**src/rtl/riscv_pkg.sv**
```systemverilog
// Shared RISC-V pipeline definitions: opcodes, control bundle, ID/EX datapath bundle.
package riscv_pkg;

    localparam logic [6:0] R_TYPE = 7'b0110011;
    localparam logic [6:0] I_TYPE = 7'b0010011;
    localparam logic [6:0] LUI    = 7'b0110111;
    localparam logic [6:0] LW     = 7'b0000011;
    localparam logic [6:0] SW     = 7'b0100011;
    localparam logic [6:0] BR     = 7'b1100011;

    // Control signals produced by the decode controller
    typedef struct packed {
        logic       alusrc;
        logic       memtoreg;
        logic       regwrite;
        logic       memread;
        logic       memwrite;
        logic [1:0] aluop;
        logic       branch;
    } ctrl_t;

    localparam ctrl_t CTRL_NOP = '0;

    // Operand/datapath fields carried from ID into EX
    typedef struct packed {
        logic [31:0] pc;
        logic [31:0] rd1;
        logic [31:0] rd2;
        logic [31:0] imm;
        logic [4:0]  rs1;
        logic [4:0]  rs2;
        logic [4:0]  rd;
        logic [2:0]  funct3;
        logic        funct7b5;
    } data_t;

    // Control only survives into EX for a valid instruction
    function automatic ctrl_t gate_ctrl(input ctrl_t c, input logic valid);
        return valid ? c : CTRL_NOP;
    endfunction

endpackage

```
**src/rtl/hazard_detect.sv**
```systemverilog
// Load-use hazard detection between the instruction in EX and the one in ID.
module hazard_detect (
    input  logic       ex_valid,
    input  logic       ex_memread,
    input  logic [4:0] ex_rd,
    input  logic       id_valid,
    input  logic [4:0] id_rs1,
    input  logic [4:0] id_rs2,
    input  logic       flush,
    input  logic       hold,
    output logic       load_use,
    output logic       stall
);

    // A load writing x0 never produces a value worth waiting for
    always_comb begin
        load_use = ex_valid & ex_memread & (ex_rd != 5'd0) & id_valid &
                   ((ex_rd == id_rs1) | (ex_rd == id_rs2));
        // Flush kills the consumer and hold freezes everything, so neither needs a stall
        stall    = load_use & ~flush & ~hold;
    end

endmodule

```
**src/rtl/id_ex_pipe.sv**
```systemverilog
// ID/EX pipeline register with load-use bubble insertion, flush, hold and bubble counter.
module id_ex_pipe
    import riscv_pkg::*;
(
    input  logic        clk,
    input  logic        reset,
    input  logic        id_valid,
    input  logic [31:0] id_pc,
    input  logic [31:0] id_rd1,
    input  logic [31:0] id_rd2,
    input  logic [31:0] id_imm,
    input  logic [4:0]  id_rs1,
    input  logic [4:0]  id_rs2,
    input  logic [4:0]  id_rd,
    input  logic [2:0]  id_funct3,
    input  logic        id_funct7b5,
    input  logic        id_alusrc,
    input  logic        id_memtoreg,
    input  logic        id_regwrite,
    input  logic        id_memread,
    input  logic        id_memwrite,
    input  logic [1:0]  id_aluop,
    input  logic        id_branch,
    input  logic        flush,
    input  logic        hold,
    output logic        ex_valid,
    output logic [31:0] ex_pc,
    output logic [31:0] ex_rd1,
    output logic [31:0] ex_rd2,
    output logic [31:0] ex_imm,
    output logic [4:0]  ex_rs1,
    output logic [4:0]  ex_rs2,
    output logic [4:0]  ex_rd,
    output logic [2:0]  ex_funct3,
    output logic        ex_funct7b5,
    output logic        ex_alusrc,
    output logic        ex_memtoreg,
    output logic        ex_regwrite,
    output logic        ex_memread,
    output logic        ex_memwrite,
    output logic [1:0]  ex_aluop,
    output logic        ex_branch,
    output logic        stall,
    output logic [15:0] bubble_cnt
);

    logic        valid_q, valid_d;
    ctrl_t       ctrl_q, ctrl_d;
    data_t       data_q, data_d;
    logic [15:0] cnt_q, cnt_d;

    ctrl_t       id_ctrl;
    data_t       id_data;
    logic        load_use;

    assign id_ctrl = '{
        alusrc:   id_alusrc,
        memtoreg: id_memtoreg,
        regwrite: id_regwrite,
        memread:  id_memread,
        memwrite: id_memwrite,
        aluop:    id_aluop,
        branch:   id_branch
    };

    assign id_data = '{
        pc:       id_pc,
        rd1:      id_rd1,
        rd2:      id_rd2,
        imm:      id_imm,
        rs1:      id_rs1,
        rs2:      id_rs2,
        rd:       id_rd,
        funct3:   id_funct3,
        funct7b5: id_funct7b5
    };

    hazard_detect u_hazard_detect (
        .ex_valid   (valid_q),
        .ex_memread (ctrl_q.memread),
        .ex_rd      (data_q.rd),
        .id_valid   (id_valid),
        .id_rs1     (id_rs1),
        .id_rs2     (id_rs2),
        .flush      (flush),
        .hold       (hold),
        .load_use   (load_use),
        .stall      (stall)
    );

    // Next-state: flush beats hold beats load-use; datapath tracks ID whenever not held
    always_comb begin
        valid_d = valid_q;
        ctrl_d  = ctrl_q;
        data_d  = data_q;
        cnt_d   = cnt_q;
        if (flush || (!hold && load_use)) begin
            valid_d = 1'b0;
            ctrl_d  = CTRL_NOP;
            cnt_d   = cnt_q + 16'd1;
        end else if (!hold) begin
            valid_d = id_valid;
            ctrl_d  = gate_ctrl(id_ctrl, id_valid);
        end
        // Datapath contents under a bubble are don't-care, so skip the extra mux term
        if (!hold) begin
            data_d = id_data;
        end
    end

    // State registers with synchronous reset dominating every other action
    always_ff @(posedge clk) begin
        if (reset) begin
            valid_q <= 1'b0;
            ctrl_q  <= CTRL_NOP;
            data_q  <= '0;
            cnt_q   <= 16'd0;
        end else begin
            valid_q <= valid_d;
            ctrl_q  <= ctrl_d;
            data_q  <= data_d;
            cnt_q   <= cnt_d;
        end
    end

    // Output unpacking
    always_comb begin
        ex_valid    = valid_q;
        ex_alusrc   = ctrl_q.alusrc;
        ex_memtoreg = ctrl_q.memtoreg;
        ex_regwrite = ctrl_q.regwrite;
        ex_memread  = ctrl_q.memread;
        ex_memwrite = ctrl_q.memwrite;
        ex_aluop    = ctrl_q.aluop;
        ex_branch   = ctrl_q.branch;
        ex_pc       = data_q.pc;
        ex_rd1      = data_q.rd1;
        ex_rd2      = data_q.rd2;
        ex_imm      = data_q.imm;
        ex_rs1      = data_q.rs1;
        ex_rs2      = data_q.rs2;
        ex_rd       = data_q.rd;
        ex_funct3   = data_q.funct3;
        ex_funct7b5 = data_q.funct7b5;
        bubble_cnt  = cnt_q;
    end

endmodule

```
**config.mk**
```make
export PLATFORM = sky130hd
export DESIGN_NAME = id_ex_pipe
export DESIGN_NICKNAME = d
export VERILOG_FILES = /design/src/rtl/riscv_pkg.sv /design/src/rtl/hazard_detect.sv /design/src/rtl/id_ex_pipe.sv
export SDC_FILE = /design/constraint.sdc
export NUM_CORES = 1
export LEC_CHECK = 0
export CORE_ASPECT_RATIO = 2
export CORE_MARGIN = 1
export CORE_UTILIZATION = 39
export CTS_CLUSTER_SIZE = 25
export DETAILED_ROUTE_END_ITERATION = 10
export GPL_ROUTABILITY_DRIVEN = 0
export PLACE_DENSITY = 0.8
export SKIP_LAST_GASP = 1
export SLEW_MARGIN = 20
export SYNTH_ARGS = -nofsm -noshare
export SYNTH_HDL_FRONTEND = slang
export SYNTH_HIERARCHICAL = 1
export SYNTH_SLANG_ARGS = --single-unit
```
**constraint.sdc**
```tcl
create_clock -name clk -period 2.95 [get_ports clk]
set_clock_uncertainty 0.2 [all_clocks]
set_input_delay 0.4425 -clock clk [delete_from_list [all_inputs] [get_ports clk]]
set_output_delay 0.4425 -clock clk [all_outputs]
set_load 0.02 [all_outputs]
```
==> results.json <==
{
  "peakVddDrop_uv": 402,
  "status": "completed",
  "ctsHoldBuffers": 0,
  "path_cells": "clkdlybuf4s50_1 -> xor2_1 -> nor3_1 -> a22oi_1 -> nor4_1 -> dlygate4sd2_1",
  "ys_ff_latch": 172,
  "crit_buf_inv": 2,
  "drv_slew": 0,
  "fillers": 1269,
  "ctsHtreeMaxLevel": 4,
  "fp.dieW_um": 91.9,
  "nNetsFinal": 1090,
  "cp-end-kind": "primary output",
  "wl_per_cell_um": 16.0,
  "min_path_type": "input pin to register",
  "core-area_sq_um": 15800,
  "detail_route.vias_per_cell": 4.77,
  "crit_path_max_incr_delay_ns": 0.45,
  "grt_pass1_wl_um": 27800,
  "portBuffers": 332,
  "grt_pass1_vias": 5280,
  "syn_to_final_growth_pct": 64.5,
  "maxCapViolCount": 0,
  "mostFrequentLayoutCells": "329 x clkdlybuf4s50_1, 172 x dfxtp_1, 167 x nor2_1",
  "p_sw_share_pct": 25.2,
  "die_area_sq_um": 16700,
  "wirelength_um": 18300,
  "clk_pin_slew_ns": 0.06,
  "fmax_mhz": 358,
  "p_sw_w": 0.00142,
  "cts.sinks": 172,
  "dp.cells": 1111,
  "hold_slack_ns": 0.185,
  "slowest_stage": "clkdlybuf4s50_1",
  "antenna_found_initial": 0,
  "crit_type": "input pin to primary output",
  "relSlewSlack_pct": 52.0,
  "pwr-share-comb_pct": 16.6,
  "tightest_slew_ns": 0.720,
  "finalSetupViolations": 0,
  "cts_tree": "done",
  "firstDrtPassIters": 4,
  "worstPathMaxFanout": 2,
  "synth_top_flop_cell": "dfxtp_1",
  "post_route_cells_drive_above_1_share_pct": 5.20,
  "yosysSeqAreaShare_pct": 54.6,
  "p_seq_share_pct": 44.8,
  "ant_nets": 0,
  "syn_inst": 610,
  "synth-edff-count": 0,
  "drtIter0Drc": 141,
  "cp-start-kind": "input pin",
  "cp.arrival_ns": 2.15,
  "io_pins": 333,
  "async_flop_share_pct": 0,
  "finalCritPeriodShare_pct": 94.6,
  "power.leakage_nw": 4.33,
  "routed-via-count": 5449,
  "chipHeight_um": 182,
  "synth_nets": 771,
  "initial_utilization_pct": 40.0,
  "worstPathRequired_ns": 2.31,
  "grt_max_degree": 108,
  "antenna_cells": 0,
  "hold_viol_final": 0,
  "grt-ovfl-total": 0,
  "cp_top_family": "buffers and inverters",
  "cts_buffers": 17,
  "yosys_warnings": 6,
  "rrSetupSlack_ns": 0.49,
  "clock_tree.buffer_depth": 2,
  "synth.distinct_cells": 31,
  "p_int_w": 0.00421,
  "avgSynthCellArea_sq_um": 10.3,
  "root_buffer": "clkbuf_16",
  "powerDensity_nw_per_um2": 542,
  "min_period_ns": 2.79,
  "syn_area_sq_um": 6300,
  "worstSkewPairLatency_ns": 0.41,
  "grt_util_all_layers_pct": 21.4,
  "clkPwrFrac_pct": 38.6,
  "layout.cells.most_common": "clkdlybuf4s50_1",
  "rsz0062_at_grt": "false",
  "layoutNonFillerInstCount": 1143,
  "drc_errors": 0,
  "num_rows": 65,
  "post-dp-hpwl_um": 13400
}
==> power by group through the flow <==
stage | clock network [W] | registers (W) | logic, W
2_1_floorplan | 0 | 0.00271 | 0.000271
3_3_place_gp | 0 | 0.00256 | 0.000932
3_5_place_dp | 0 | 0.00257 | 0.000940
4_1_cts | 0.00223 | 0.00252 | 0.000945
5_1_grt | 0.00233 | 0.00253 | 0.000994
6_report | 0.00217 | 0.00252 | 0.000935
==> metrics by stage <==
step                setup TNS [ns]  area [sq um]  utilization [%]  setup WS, ns  power [W]
floorplan                        0          6300                -         0.638    0.00298
global placement           -0.0620          9790             62.1       -0.0620    0.00350
detailed placement          -0.133          9790             62.1        -0.115    0.00351
CTS                              0         10400             65.7         0.178    0.00569
global route                     0         10400             65.7         0.139    0.00585
finish                           0         10400             65.7         0.159    0.00562
==> tightest hold or removal path: stages <==
cell and delay [ns]:
clkbuf_8 0.16, mux2i_1 0.08, nor2_1 0.07
==> cell usage after synthesis (2+ instances only) <==
master | count | area, sq um
a21oi_1 | 10 | 50.1
a22oi_1 | 9 | 67.6
and3_1 | 2 | 12.5
and3_2 | 2 | 15.0
buf_1 | 2 | 7.51
buf_2 | 17 | 85.1
clkbuf_1 | 21 | 78.8
dfxtp_1 | 172 | 3440
mux2i_1 | 147 | 1470
nand2_1 | 4 | 15.0
nor2_1 | 167 | 627
nor3_1 | 2 | 10.0
o211ai_1 | 4 | 30.0
o21ai_0 | 7 | 35.0
o21ai_1 | 2 | 10.0
o31ai_1 | 3 | 22.5
or3_1 | 6 | 37.5
or4_1 | 4 | 30.0
xor2_1 | 17 | 149
==> sequential cells by signal (all words and copies together) (netlist names), 2 cells and up <==
signal	flops
ex_rd	5
ex_funct3	3
ex_rs1	5
ex_aluop	2
ex_rd1	32
ex_rd2	32
ex_pc	32
ex_rs2	5
bubble_cnt	16
ex_imm	32
==> cell type report <==
type,instances,area (sq um),share of cell area (%)
Sequential cell,172,3440,33.2
Inverter,1,3.75,0.0362
Clock inverter,12,114,1.10
Tap cell,201,251,2.42
Timing Repair Buffer,340,3410,32.9
Clock buffer,20,467,4.50
Multi-Input combinational cell,397,2690,25.9
==> kinds of logic (layout without fill, tap and decap cells) <==
family	Yosys count	count (layout)	share of synthesized area, %
flops	172	172	54.6
xor+xnor	17	17	2.36
buf+inv	41	373	2.78
compound gates	37	37	3.79
simple gates	195	195	12.9
fa+ha+maj	1	1	0.198
mux	147	147	23.3
==> final timing paths <==
| check | startpoint | endpoint | cells after the start |
|---|---|---|---|
| hold / removal | hold | ex_rd[4]$_SDFFE_PP0N_ | 3 |
| setup reg to reg | ex_rd[1]$_SDFFE_PP0N_ | bubble_cnt[12]$_SDFFE_PP0P_ | 9 |
| setup / recovery | id_rs2[1] | stall | 6 |
| hold reg to reg | bubble_cnt[15]$_SDFFE_PP0P_ | bubble_cnt[15]$_SDFFE_PP0P_ | 2 |
==> repair_timing <==
item	in CTS	in global routing
endpoints found under the hold margin	0	0
endpoints found under the setup margin	1	0
buffers inserted	0	0
resized for setup	1	0
==> metal layers <==
metal / routed length [um] / up-vias / track usage, %
met5: 0 / - / 0
met4: 443 / 0 / 9.06
met3: 1100 / 24 / 5.90
met2: 9870 / 209 / 39.8
met1: 6870 / 2519 / 22.1
li1: - / 2697 / -
No activity file was read; power rests on OpenSTA's default activity.
